===== src/rtl/key_pad_emulator_pkg.sv =====
// rtl/key_pad_emulator_pkg.sv - shared types and constants for the keypad emulator
package key_pad_emulator_pkg;

  localparam int         KEY_CODE_W = 4;
  // Fibonacci feedback taps for x^8+x^6+x^5+x^4+1 on a left-shifting register
  localparam logic [7:0] LFSR_TAPS  = 8'hB8;

  typedef enum logic [1:0] {
    ST_IDLE       = 2'd0,
    ST_BOUNCE_IN  = 2'd1,
    ST_HELD       = 2'd2,
    ST_BOUNCE_OUT = 2'd3
  } kp_state_t;

  function automatic logic [7:0] lfsr_next(input logic [7:0] q);
    return {q[6:0], ^(q & LFSR_TAPS)};
  endfunction

endpackage


===== src/rtl/key_pad_emulator_if.sv =====
// rtl/key_pad_emulator_if.sv - scanner/press-control bundle seen by the keypad emulator
interface key_pad_emulator_if #(
  parameter int HOLD_W = 16
) ();
  import key_pad_emulator_pkg::*;

  logic [3:0]            col;
  logic [3:0]            row;
  logic                  press_req;
  logic                  press_ready;
  logic [KEY_CODE_W-1:0] key_code;
  logic [HOLD_W-1:0]     hold_cycles;
  logic                  release_now;
  logic                  busy;
  logic                  contact;
  logic                  done;

  modport master (
    output col, press_req, key_code, hold_cycles, release_now,
    input  row, press_ready, busy, contact, done
  );

  modport slave (
    input  col, press_req, key_code, hold_cycles, release_now,
    output row, press_ready, busy, contact, done
  );

endinterface


===== src/rtl/key_pad_emulator_lfsr8.sv =====
// rtl/key_pad_emulator_lfsr8.sv - free-running 8-bit Fibonacci LFSR feeding contact bounce
module lfsr8
  import key_pad_emulator_pkg::*;
#(
  parameter logic [7:0] SEED = 8'hA5
) (
  input  logic       clk,
  input  logic       reset_n,
  output logic [7:0] out
);

  always_ff @(posedge clk or negedge reset_n) begin
    if (!reset_n) begin
      out <= SEED;
    end else begin
      out <= lfsr_next(out);
    end
  end

endmodule


===== src/rtl/key_pad_emulator.sv =====
// rtl/key_pad_emulator.sv - 4x4 keypad model: press FSM with make/break bounce and row decode
module key_pad_emulator
  import key_pad_emulator_pkg::*;
#(
  parameter int         BOUNCE_CYCLES = 16,
  parameter int         HOLD_W        = 16,
  parameter logic [7:0] LFSR_SEED     = 8'hA5
) (
  input  logic             clk,
  input  logic             reset_n,
  key_pad_emulator_if.slave kp
);

  localparam int                BCNT_W    = $clog2(BOUNCE_CYCLES + 1);
  localparam logic [BCNT_W-1:0] BCNT_INIT = BCNT_W'(BOUNCE_CYCLES - 1);

  kp_state_t             state_q, state_d;
  logic [BCNT_W-1:0]     bcnt_q, bcnt_d;
  logic [HOLD_W-1:0]     hcnt_q, hcnt_d;
  logic [KEY_CODE_W-1:0] key_q, key_d;
  logic                  contact_q, contact_d;
  logic                  done_q, done_d;
  logic [7:0]            lfsr_q;
  logic [6:0]            unused_lfsr;

  lfsr8 #(.SEED(LFSR_SEED)) u_lfsr (
    .clk     (clk),
    .reset_n (reset_n),
    .out     (lfsr_q)
  );

  assign unused_lfsr = lfsr_q[7:1];

  always_ff @(posedge clk or negedge reset_n) begin
    if (!reset_n) begin
      state_q   <= ST_IDLE;
      bcnt_q    <= '0;
      hcnt_q    <= '0;
      key_q     <= '0;
      contact_q <= 1'b0;
      done_q    <= 1'b0;
    end else begin
      state_q   <= state_d;
      bcnt_q    <= bcnt_d;
      hcnt_q    <= hcnt_d;
      key_q     <= key_d;
      contact_q <= contact_d;
      done_q    <= done_d;
    end
  end

  always_comb begin
    state_d   = state_q;
    bcnt_d    = bcnt_q;
    hcnt_d    = hcnt_q;
    key_d     = key_q;
    contact_d = contact_q;
    done_d    = 1'b0;
    unique case (state_q)
      ST_IDLE: begin
        contact_d = 1'b0;
        if (kp.press_req) begin
          key_d   = kp.key_code;
          // hcnt doubles as the hold latch; a zero hold still gives one held cycle
          hcnt_d  = (kp.hold_cycles == '0) ? '0 : kp.hold_cycles - HOLD_W'(1);
          bcnt_d  = BCNT_INIT;
          state_d = ST_BOUNCE_IN;
        end
      end
      ST_BOUNCE_IN: begin
        if (bcnt_q == '0) begin
          contact_d = 1'b1;
          state_d   = ST_HELD;
        end else begin
          contact_d = lfsr_q[0];
          bcnt_d    = bcnt_q - BCNT_W'(1);
        end
      end
      ST_HELD: begin
        contact_d = 1'b1;
        if (hcnt_q == '0 || kp.release_now) begin
          contact_d = lfsr_q[0];
          bcnt_d    = BCNT_INIT;
          state_d   = ST_BOUNCE_OUT;
        end else begin
          hcnt_d = hcnt_q - HOLD_W'(1);
        end
      end
      ST_BOUNCE_OUT: begin
        if (bcnt_q == '0) begin
          contact_d = 1'b0;
          done_d    = 1'b1;
          state_d   = ST_IDLE;
        end else begin
          contact_d = lfsr_q[0];
          bcnt_d    = bcnt_q - BCNT_W'(1);
        end
      end
      default: state_d = ST_IDLE;
    endcase
  end

  // Zero-latency switch matrix: only the latched column can connect, to the latched row
  assign kp.row         = (contact_q && kp.col[key_q[1:0]]) ? 4'(4'b0001 << key_q[3:2]) : 4'b0000;
  assign kp.press_ready = (state_q == ST_IDLE);
  assign kp.busy        = (state_q != ST_IDLE);
  assign kp.contact     = contact_q;
  assign kp.done        = done_q;

endmodule


===== src/flat_wrapper.sv =====
// flat-port wrapper written by rule: the top's interface ports become plain ports
module key_pad_emulator_flat import key_pad_emulator_pkg::*;
#(
  parameter int         BOUNCE_CYCLES = 16,
  parameter int         HOLD_W        = 16,
  parameter logic [7:0] LFSR_SEED     = 8'hA5
)
  (clk, reset_n, kp_col, kp_press_req, kp_key_code, kp_hold_cycles, kp_release_now, kp_row, kp_press_ready, kp_busy, kp_contact, kp_done);
  key_pad_emulator_if #(.HOLD_W(HOLD_W)) kp_i ();
  input  logic clk;
  input  logic reset_n;
  input wire logic [$bits(kp_i.col)-1:0] kp_col;
  input wire logic [$bits(kp_i.press_req)-1:0] kp_press_req;
  input wire logic [$bits(kp_i.key_code)-1:0] kp_key_code;
  input wire logic [$bits(kp_i.hold_cycles)-1:0] kp_hold_cycles;
  input wire logic [$bits(kp_i.release_now)-1:0] kp_release_now;
  output wire logic [$bits(kp_i.row)-1:0] kp_row;
  output wire logic [$bits(kp_i.press_ready)-1:0] kp_press_ready;
  output wire logic [$bits(kp_i.busy)-1:0] kp_busy;
  output wire logic [$bits(kp_i.contact)-1:0] kp_contact;
  output wire logic [$bits(kp_i.done)-1:0] kp_done;
  assign kp_i.col = kp_col;
  assign kp_i.press_req = kp_press_req;
  assign kp_i.key_code = kp_key_code;
  assign kp_i.hold_cycles = kp_hold_cycles;
  assign kp_i.release_now = kp_release_now;
  assign kp_row = kp_i.row;
  assign kp_press_ready = kp_i.press_ready;
  assign kp_busy = kp_i.busy;
  assign kp_contact = kp_i.contact;
  assign kp_done = kp_i.done;
  key_pad_emulator #(.BOUNCE_CYCLES(BOUNCE_CYCLES), .HOLD_W(HOLD_W), .LFSR_SEED(LFSR_SEED)) u_core (.clk(clk), .reset_n(reset_n), .kp(kp_i));
endmodule

===== config.mk =====
export PLATFORM = sky130hd
export DESIGN_NAME = key_pad_emulator_flat
export DESIGN_NICKNAME = d
export VERILOG_FILES = /design/src/rtl/key_pad_emulator_pkg.sv /design/src/rtl/key_pad_emulator_if.sv /design/src/rtl/key_pad_emulator_lfsr8.sv /design/src/rtl/key_pad_emulator.sv /design/src/flat_wrapper.sv
export SDC_FILE = /design/constraint.sdc
export NUM_CORES = 1
export LEC_CHECK = 0
export CAP_MARGIN = 40
export CORE_UTILIZATION = 35
export DETAILED_ROUTE_END_ITERATION = 10
export SLEW_MARGIN = 20
export SYNTH_ARGS = -nofsm -noshare
export SYNTH_HDL_FRONTEND = slang
export SYNTH_SLANG_ARGS = --single-unit

===== constraint.sdc =====
create_clock -name clk -period 4.7 [get_ports clk]
set_input_delay 0.705 -clock clk [delete_from_list [all_inputs] [get_ports clk]]
set_output_delay 0.705 -clock clk [all_outputs]
set_load 0.05 [all_outputs]

==> results of run 1 <==
==> Yosys cell counts (4+ instances only) <==
library cell / number / area, sq um
sky130_fd_sc_hd__dfrtp_1: 33 / 826
sky130_fd_sc_hd__nand2_1: 24 / 90.1
sky130_fd_sc_hd__o21ai_0: 16 / 80.1
sky130_fd_sc_hd__nor2_1: 15 / 56.3
sky130_fd_sc_hd__nor3_1: 14 / 70.1
sky130_fd_sc_hd__inv_1: 11 / 41.3
sky130_fd_sc_hd__xnor2_1: 11 / 96.3
sky130_fd_sc_hd__ha_1: 9 / 113
sky130_fd_sc_hd__a21oi_1: 7 / 35.0
sky130_fd_sc_hd__mux2_2: 7 / 78.8
sky130_fd_sc_hd__nor4_1: 7 / 43.8
sky130_fd_sc_hd__a22o_1: 4 / 35.0
sky130_fd_sc_hd__a22oi_1: 4 / 30.0
sky130_fd_sc_hd__dfstp_2: 4 / 105
sky130_fd_sc_hd__nand2b_1: 4 / 25.0
sky130_fd_sc_hd__nand3_1: 4 / 20.0
sky130_fd_sc_hd__nand4_1: 4 / 25.0
sky130_fd_sc_hd__nor2b_1: 4 / 25.0
sky130_fd_sc_hd__o22ai_1: 4 / 25.0
sky130_fd_sc_hd__xor2_1: 4 / 35.0
==> critical path, delay by kind of cell <==
family | cells | cell delay (ns)
buffers and inverters | 2 | 1.29
and+or+nand+nor | 2 | 0.30
muxes | 1 | 0.24
==> routing by layer <==
layer / vias up / wire length, microns
li1: 1015 / -
met4: 0 / 29
met2: 54 / 2400
met1: 974 / 2760
met5: - / 0
met3: 2 / 220
==> final timing paths <==
path	startpoint	end
min	reset_n	u_core.u_lfsr.out[4]
min in group clk	u_core.u_lfsr.out[6]	u_core.u_lfsr.out[7]
max	kp_col[2]	kp_row[1]
min reg2reg	u_core.u_lfsr.out[6]	u_core.u_lfsr.out[7]
max reg2reg	u_core.state_q[0]	u_core.hcnt_q[2]
max in group asynchronous	reset_n	u_core.u_lfsr.out[0]
==> sequential cells by signal, summed over array words and instances, names as in the netlist <==
register           flops
u_core.kp.done         1
u_core.u_lfsr.out      8
u_core.key_q           4
u_core.state_q         2
u_core.hcnt_q         16
u_core.bcnt_q          5
u_core.kp.contact      1
==> power groups by stage <==
stage	registers (uW)	logic, uW	clock network, uW
2_1_floorplan	542	662	0
3_3_place_gp	572	832	0
3_5_place_dp	573	848	0
4_1_cts	569	848	290
5_1_grt	595	942	305
6_report	572	842	278
==> cells in the final DEF (no fill, tap or decap), types with 3 or more instances in the layout <==
cell type / n
sky130_fd_sc_hd__a21oi_1: 7
sky130_fd_sc_hd__a22o_1: 4
sky130_fd_sc_hd__a22oi_1: 4
sky130_fd_sc_hd__clkbuf_8: 5
sky130_fd_sc_hd__clkdlybuf4s50_1: 34
sky130_fd_sc_hd__dfrtp_1: 33
sky130_fd_sc_hd__dfstp_2: 4
sky130_fd_sc_hd__ha_1: 9
sky130_fd_sc_hd__inv_1: 11
sky130_fd_sc_hd__mux2_2: 7
sky130_fd_sc_hd__nand2_1: 24
sky130_fd_sc_hd__nand2b_1: 4
sky130_fd_sc_hd__nand3_1: 4
sky130_fd_sc_hd__nand4_1: 4
sky130_fd_sc_hd__nor2_1: 15
sky130_fd_sc_hd__nor2b_1: 4
sky130_fd_sc_hd__nor3_1: 14
sky130_fd_sc_hd__nor3b_1: 3
sky130_fd_sc_hd__nor4_1: 7
sky130_fd_sc_hd__o21ai_0: 16
sky130_fd_sc_hd__o22ai_1: 4
sky130_fd_sc_hd__xnor2_1: 11
sky130_fd_sc_hd__xor2_1: 4
==> cell type report <==
type	count	area [sq um]	area share
Inverter	11	41.3	0.0139
Timing Repair Buffer	36	365	0.123
Clock buffer	5	68.8	0.0231
Tap cell	80	100	0.0336
Multi-Input combinational cell	197	1420	0.478
Clock inverter	3	46.3	0.0156
Sequential cell	37	931	0.313
==> kinds of logic after synthesis <==
| family | after synthesis | synth area share |
|---|---|---|
| flip-flops | 37 | 0.383 |
| multiplexers | 10 | 0.0504 |
| XOR/XNOR | 15 | 0.0540 |
| AND/OR/NAND/NOR | 101 | 0.246 |
| buffers and inverters | 18 | 0.0319 |
| adder cells (fa/ha/maj) | 9 | 0.0463 |
| AO/OA/AOI/OAI | 62 | 0.188 |
==> stage by stage <==
stage	cell area, sq um	hold WS, ns	instances
final	2980	0.282	369
after global routing	2980	0.274	369
after CTS	2980	0.273	369
after detailed placement	2860	0.340	361
after global placement	2840	0.335	360
after floorplan	2430	0.333	252
==> impl_metrics.prom, run 1 <==
# TYPE chip_impl_metric gauge
chip_impl_metric{name="post_cts_hold_buffer_count",unit=""} 0
chip_impl_metric{name="part_of_the_power_in_combinational_logic",unit=""} 0.498
chip_impl_metric{name="grt.total_usage",unit=""} 0.157
chip_impl_info{name="worstSetupStartpointType",value="input port"} 1
chip_impl_metric{name="die-width",unit="microns"} 85.4
chip_impl_metric{name="report.final.slew_viol_count",unit=""} 0
chip_impl_metric{name="cpPeakStageDelay",unit="ns"} 0.84
chip_impl_metric{name="timing.slew.headroom",unit=""} 0.492
chip_impl_metric{name="utilization",unit=""} 0.441
chip_impl_metric{name="worst_reg2reg_setup_slack",unit="ns"} 1.93
chip_impl_metric{name="globalplace.congestion",unit=""} 0.815
chip_impl_metric{name="synthCells",unit=""} 252
chip_impl_metric{name="global_route.usage.met1",unit=""} 0.226
chip_impl_metric{name="layout_worst_path_cycle_share",unit=""} 0.691
chip_impl_metric{name="tns",unit="ns"} 0
chip_impl_metric{name="critical_path_peak_fanout",unit=""} 3
chip_impl_metric{name="worstPathArrival",unit="ns"} 2.54
chip_impl_metric{name="dp_hpwl",unit="microns"} 3950
chip_impl_info{name="timing.critical_path.slowest_stage_cell",value="sky130_fd_sc_hd__clkdlybuf4s50_1"} 1
chip_impl_metric{name="max_clock_freq",unit="GHz"} 0.308
chip_impl_info{name="grt_setup_unrepaired",value="false"} 1
chip_impl_metric{name="met2_usage",unit=""} 0.243
chip_impl_metric{name="number_of_antenna_violations_at_the_first_check_in_global_routing",unit=""} 0
chip_impl_info{name="critical_path_most_common_cell",value="sky130_fd_sc_hd__clkdlybuf4s50_1"} 1
chip_impl_metric{name="global_route_wire_length_before_repair",unit="microns"} 9100
chip_impl_metric{name="power_report.internal_total",unit="uW"} 943
chip_impl_metric{name="number_of_vias_in_the_routed_layout",unit=""} 2045
chip_impl_metric{name="place.port_buffers",unit=""} 35
chip_impl_metric{name="cts.sink_count",unit=""} 37
chip_impl_metric{name="synth_warnings",unit=""} 0
chip_impl_metric{name="syn_avg_cell_area",unit="sq um"} 9.65
chip_impl_metric{name="synth-edff-count",unit=""} 0
chip_impl_metric{name="async_set_or_reset_register_ratio_after_synthesis",unit=""} 1.00
chip_impl_metric{name="cts_repair_resize_count",unit=""} 0
chip_impl_info{name="busiest_layer",value="met2"} 1
chip_impl_info{name="ctsRootBufferMaster",value="sky130_fd_sc_hd__clkbuf_8"} 1
chip_impl_metric{name="pin_count_of_the_biggest_net_entering_global_routing",unit=""} 28
chip_impl_metric{name="use_met3",unit=""} 0.0302
chip_impl_metric{name="fillerInstances",unit=""} 656
chip_impl_metric{name="die_area",unit="sq um"} 7290
chip_impl_metric{name="cellLeakagePower",unit="uW"} 0.00114
chip_impl_metric{name="power.ir.vdd_worst",unit="V"} 0.000173
chip_impl_metric{name="drt-total-wl",unit="microns"} 5410
chip_impl_metric{name="r2r.worst_path.cells",unit=""} 7
chip_impl_metric{name="post_drt_via_cell_ratio",unit=""} 5.54
chip_impl_metric{name="drt.antenna.violating_nets",unit=""} 0
chip_impl_metric{name="switching_share",unit=""} 0.443
chip_impl_metric{name="floorplan.die.height",unit="microns"} 85.4
chip_impl_info{name="worstHoldPathType",value="in2async"} 1
chip_impl_info{name="tritoncts",value="built"} 1
chip_impl_metric{name="path_clk_slew",unit="ns"} 0.08
chip_impl_metric{name="share_clk_of_total_power",unit=""} 0.164
chip_impl_metric{name="wl_per_cell",unit="microns"} 14.7
chip_impl_metric{name="nets",unit=""} 325
chip_impl_metric{name="drive_gt1_frac",unit=""} 0.138
chip_impl_info{name="synth-main-ff-cell",value="sky130_fd_sc_hd__dfrtp_1"} 1
chip_impl_metric{name="ys_types",unit=""} 63
chip_impl_metric{name="grt.overflow.total",unit=""} 0
chip_impl_metric{name="via_count_of_the_first_global_routing_pass",unit=""} 1876
chip_impl_metric{name="post-route-drc-count",unit=""} 0
chip_impl_metric{name="pwr-share-seq",unit=""} 0.338
chip_impl_metric{name="insertedDiodeCount",unit=""} 0
chip_impl_metric{name="syn_nets",unit=""} 289
chip_impl_metric{name="synth_sequential_area_ratio",unit=""} 0.383
chip_impl_metric{name="netSwitchingPower",unit="uW"} 750
chip_impl_metric{name="p_total",unit="uW"} 1690
chip_impl_metric{name="initial_core_util",unit=""} 0.360
chip_impl_metric{name="clock_latency",unit="ns"} 0.29
chip_impl_metric{name="cts_inserted_buffers",unit=""} 5
chip_impl_metric{name="final_worst_path_setup_slack",unit="ns"} 1.45
chip_impl_metric{name="postCtsSetupBuffers",unit=""} 0
chip_impl_metric{name="hold_viol",unit=""} 0
chip_impl_metric{name="timing.clock.skew",unit="ns"} 0.0135
chip_impl_metric{name="place_ws",unit="ns"} 1.46
chip_impl_metric{name="core_region_area",unit="sq um"} 6760
chip_impl_metric{name="finalSetupViolCount",unit=""} 0
chip_impl_info{name="worstSetupPathType",value="in2out"} 1
chip_impl_metric{name="synth.cell_area",unit="sq um"} 2430
chip_impl_metric{name="crit_required",unit="ns"} 3.99
chip_impl_metric{name="rows",unit=""} 30
chip_impl_metric{name="tightest_slew",unit="ns"} 0.762
chip_impl_metric{name="area_growth",unit="%"} 22.4
chip_impl_metric{name="synth_seq_cells",unit=""} 37
chip_impl_metric{name="finalCriticalPeriod",unit="ns"} 3.25
chip_impl_metric{name="power_density",unit="nW/um^2"} 569
chip_impl_metric{name="htree_num_levels",unit=""} 2
chip_impl_metric{name="clk_path_buf_depth",unit=""} 2
chip_impl_info{name="worst_setup_path_end_kind",value="output pin"} 1
chip_impl_metric{name="ios",unit=""} 36
chip_impl_metric{name="drtPass1Iterations",unit=""} 6
chip_impl_info{name="run_status",value="finished clean"} 1
chip_impl_metric{name="cap_viol_max_count",unit=""} 0
chip_impl_info{name="critical_path.cell_chain",value="clkdlybuf4s50_1 > mux4_2 > nand2_1 > nor3b_1 > clkdlybuf4s50_1"} 1
chip_impl_metric{name="drt_iter0_drc",unit=""} 77
No activity file was read; power rests on OpenSTA's default activity.
==> inputs of run 2 (changes only) <==
clock period = 2.6 ns   (was 4.7 ns; I/O delays follow)
==> impl_metrics.prom, run 2 (synthesized netlist as in run 1, its figures left out) <==
# TYPE chip_impl_metric gauge
chip_impl_metric{name="timing.clock.skew",unit="ns"} 0.00921
chip_impl_metric{name="drt-total-wl",unit="microns"} 5520
chip_impl_metric{name="cap_viol_max_count",unit=""} 0
chip_impl_metric{name="pin_count_of_the_biggest_net_entering_global_routing",unit=""} 38
chip_impl_metric{name="cts_repair_resize_count",unit=""} 0
chip_impl_metric{name="drt.antenna.violating_nets",unit=""} 0
chip_impl_info{name="largest-register",value="u_core.hcnt_q"} 1
chip_impl_metric{name="nets",unit=""} 338
chip_impl_metric{name="ios",unit=""} 36
chip_impl_metric{name="power.ir.vdd_worst",unit="V"} 0.000262
chip_impl_metric{name="grt.overflow.total",unit=""} 0
chip_impl_metric{name="final_worst_path_setup_slack",unit="ns"} 0.271
chip_impl_info{name="worstSetupPathType",value="reg2out"} 1
chip_impl_metric{name="post_cts_hold_buffer_count",unit=""} 0
chip_impl_metric{name="number_of_antenna_violations_at_the_first_check_in_global_routing",unit=""} 0
chip_impl_info{name="reg.largest.list",value="u_core.hcnt_q (16), u_core.u_lfsr.out (8), u_core.bcnt_q (5)"} 1
chip_impl_info{name="grt_setup_unrepaired",value="false"} 1
chip_impl_metric{name="drtPass1Iterations",unit=""} 6
chip_impl_metric{name="fillerInstances",unit=""} 671
chip_impl_metric{name="cts_inserted_buffers",unit=""} 5
chip_impl_metric{name="dp_hpwl",unit="microns"} 4130
chip_impl_metric{name="tns",unit="ns"} 0
chip_impl_info{name="worstHoldPathType",value="reg2reg"} 1
chip_impl_metric{name="design_area",unit="sq um"} 3090
chip_impl_info{name="final_cell_mix",value="sky130_fd_sc_hd__dfrtp_1 (33), sky130_fd_sc_hd__clkdlybuf4s50_1 (30), sky130_fd_sc_hd__nand2_1 (24)"} 1
chip_impl_metric{name="grt.total_usage",unit=""} 0.164
chip_impl_metric{name="die_area",unit="sq um"} 7290
chip_impl_info{name="timing.critical_path.slowest_stage_cell",value="sky130_fd_sc_hd__clkdlybuf4s50_1"} 1
chip_impl_metric{name="die-width",unit="microns"} 85.4
chip_impl_metric{name="post-route-drc-count",unit=""} 0
chip_impl_metric{name="clock_latency",unit="ns"} 0.30
chip_impl_metric{name="cts.sink_count",unit=""} 37
chip_impl_metric{name="htree_num_levels",unit=""} 2
chip_impl_metric{name="floorplan.die.height",unit="microns"} 85.4
chip_impl_metric{name="crit_required",unit="ns"} 2.21
chip_impl_metric{name="global_route_wire_length_before_repair",unit="microns"} 9470
chip_impl_metric{name="via_count_of_the_first_global_routing_pass",unit=""} 2007
chip_impl_metric{name="area_growth",unit="%"} 27.0
chip_impl_metric{name="globalplace.congestion",unit=""} 0.780
chip_impl_metric{name="place_ws",unit="ns"} 0.214
chip_impl_metric{name="dpl-instance-area",unit="sq um"} 2950
chip_impl_info{name="worstSetupStartpointType",value="flip-flop"} 1
chip_impl_metric{name="clk_path_buf_depth",unit=""} 2
chip_impl_metric{name="finalCriticalPeriod",unit="ns"} 2.33
chip_impl_metric{name="postCtsSetupBuffers",unit=""} 0
chip_impl_metric{name="tightest_slew",unit="ns"} 0.576
chip_impl_metric{name="report.final.slew_viol_count",unit=""} 0
chip_impl_metric{name="drive_gt1_frac",unit=""} 0.185
chip_impl_metric{name="rows",unit=""} 30
chip_impl_metric{name="place.port_buffers",unit=""} 35
chip_impl_metric{name="cpPeakStageDelay",unit="ns"} 0.85
chip_impl_metric{name="max_clock_freq",unit="GHz"} 0.429
chip_impl_info{name="critical_path.cell_chain",value="inv_1 > ha_1 > clkdlybuf4s50_1"} 1
chip_impl_metric{name="critical_path_peak_fanout",unit=""} 7
chip_impl_metric{name="post_drt_via_cell_ratio",unit=""} 5.55
chip_impl_info{name="tritoncts",value="built"} 1
chip_impl_metric{name="power_density",unit="nW/um^2"} 1020
chip_impl_metric{name="worstPathArrival",unit="ns"} 1.94
chip_impl_info{name="mostFrequentLayoutCell",value="sky130_fd_sc_hd__dfrtp_1"} 1
chip_impl_metric{name="largest_register_ffs",unit=""} 16
chip_impl_metric{name="timing.slew.headroom",unit=""} 0.613
chip_impl_info{name="worst_setup_path_end_kind",value="output pin"} 1
chip_impl_metric{name="insertedDiodeCount",unit=""} 0
chip_impl_metric{name="final.hold.worst_slack",unit="ns"} 0.356
chip_impl_metric{name="number_of_vias_in_the_routed_layout",unit=""} 2121
chip_impl_metric{name="layout_worst_path_cycle_share",unit=""} 0.896
chip_impl_metric{name="finalSetupViolCount",unit=""} 0
chip_impl_metric{name="core_region_area",unit="sq um"} 6760
chip_impl_metric{name="path_clk_slew",unit="ns"} 0.08
chip_impl_metric{name="wl_per_cell",unit="microns"} 14.5
chip_impl_metric{name="hold_viol",unit=""} 0
chip_impl_metric{name="drt_iter0_drc",unit=""} 114
chip_impl_metric{name="cellLeakagePower",unit="uW"} 0.00122
chip_impl_info{name="ctsRootBufferMaster",value="sky130_fd_sc_hd__clkbuf_8"} 1
chip_impl_info{name="run_status",value="finished clean"} 1
chip_impl_metric{name="initial_core_util",unit=""} 0.360
-- run 2: path summary, 6_finish.rpt --
check / slack (ns) / from / cells past startpoint / endpoint
max in group asynchronous: 1.71 / reset_n / 3 / u_core.u_lfsr.out[0]
setup / recovery: 0.27 / u_core.state_q[0] / 3 / kp_press_ready
hold / removal: 0.36 / u_core.u_lfsr.out[6] / 0 / u_core.u_lfsr.out[7]
setup reg to reg: 0.34 / u_core.hcnt_q[0] / 7 / u_core.state_q[0]
hold reg to reg: 0.36 / u_core.u_lfsr.out[6] / 0 / u_core.u_lfsr.out[7]
min in group asynchronous: 0.44 / reset_n / 2 / u_core.u_lfsr.out[3]
-- run 2: worst max-delay path: cells and delay by family (launching register included) --
kind | cells | cell delay (ns)
buffers and inverters | 2 | 0.94
flip-flops | 1 | 0.42
adder cells (fa/ha/maj) | 1 | 0.28
-- run 2: routing by layer --
layer	vias up	routed length [microns]	global-route usage
met3	9	298	0.0302
met5	-	0	0
met4	0	95	0.0636
met2	75	2430	0.260
met1	996	2700	0.222
li1	1041	-	-
-- run 2: final cells by class --
type,count,area [sq um],area share
clock inverters,3,43.8,0.0142
multi-input cells,197,1420,0.461
repair buffers,49,480,0.156
well taps,80,100,0.0324
clock buffers,5,68.8,0.0223
flip-flops and latches,37,931,0.301
inverters,11,41.3,0.0134
-- run 2: where the power goes --
part	total [uW]	internal, uW	switching, uW	leakage [uW]
clock network	508	287	221	0.0000585
logic	1620	714	905	0.000722
registers	1030	783	248	0.000441
-- run 2: stage by stage --
step	instances	power, uW	util
after floorplan	252	2180	-
after global placement	372	2640	0.436
after detailed placement	372	2660	0.436
after CTS	380	3180	0.453
after global routing	382	3410	0.457
final	382	3160	0.457
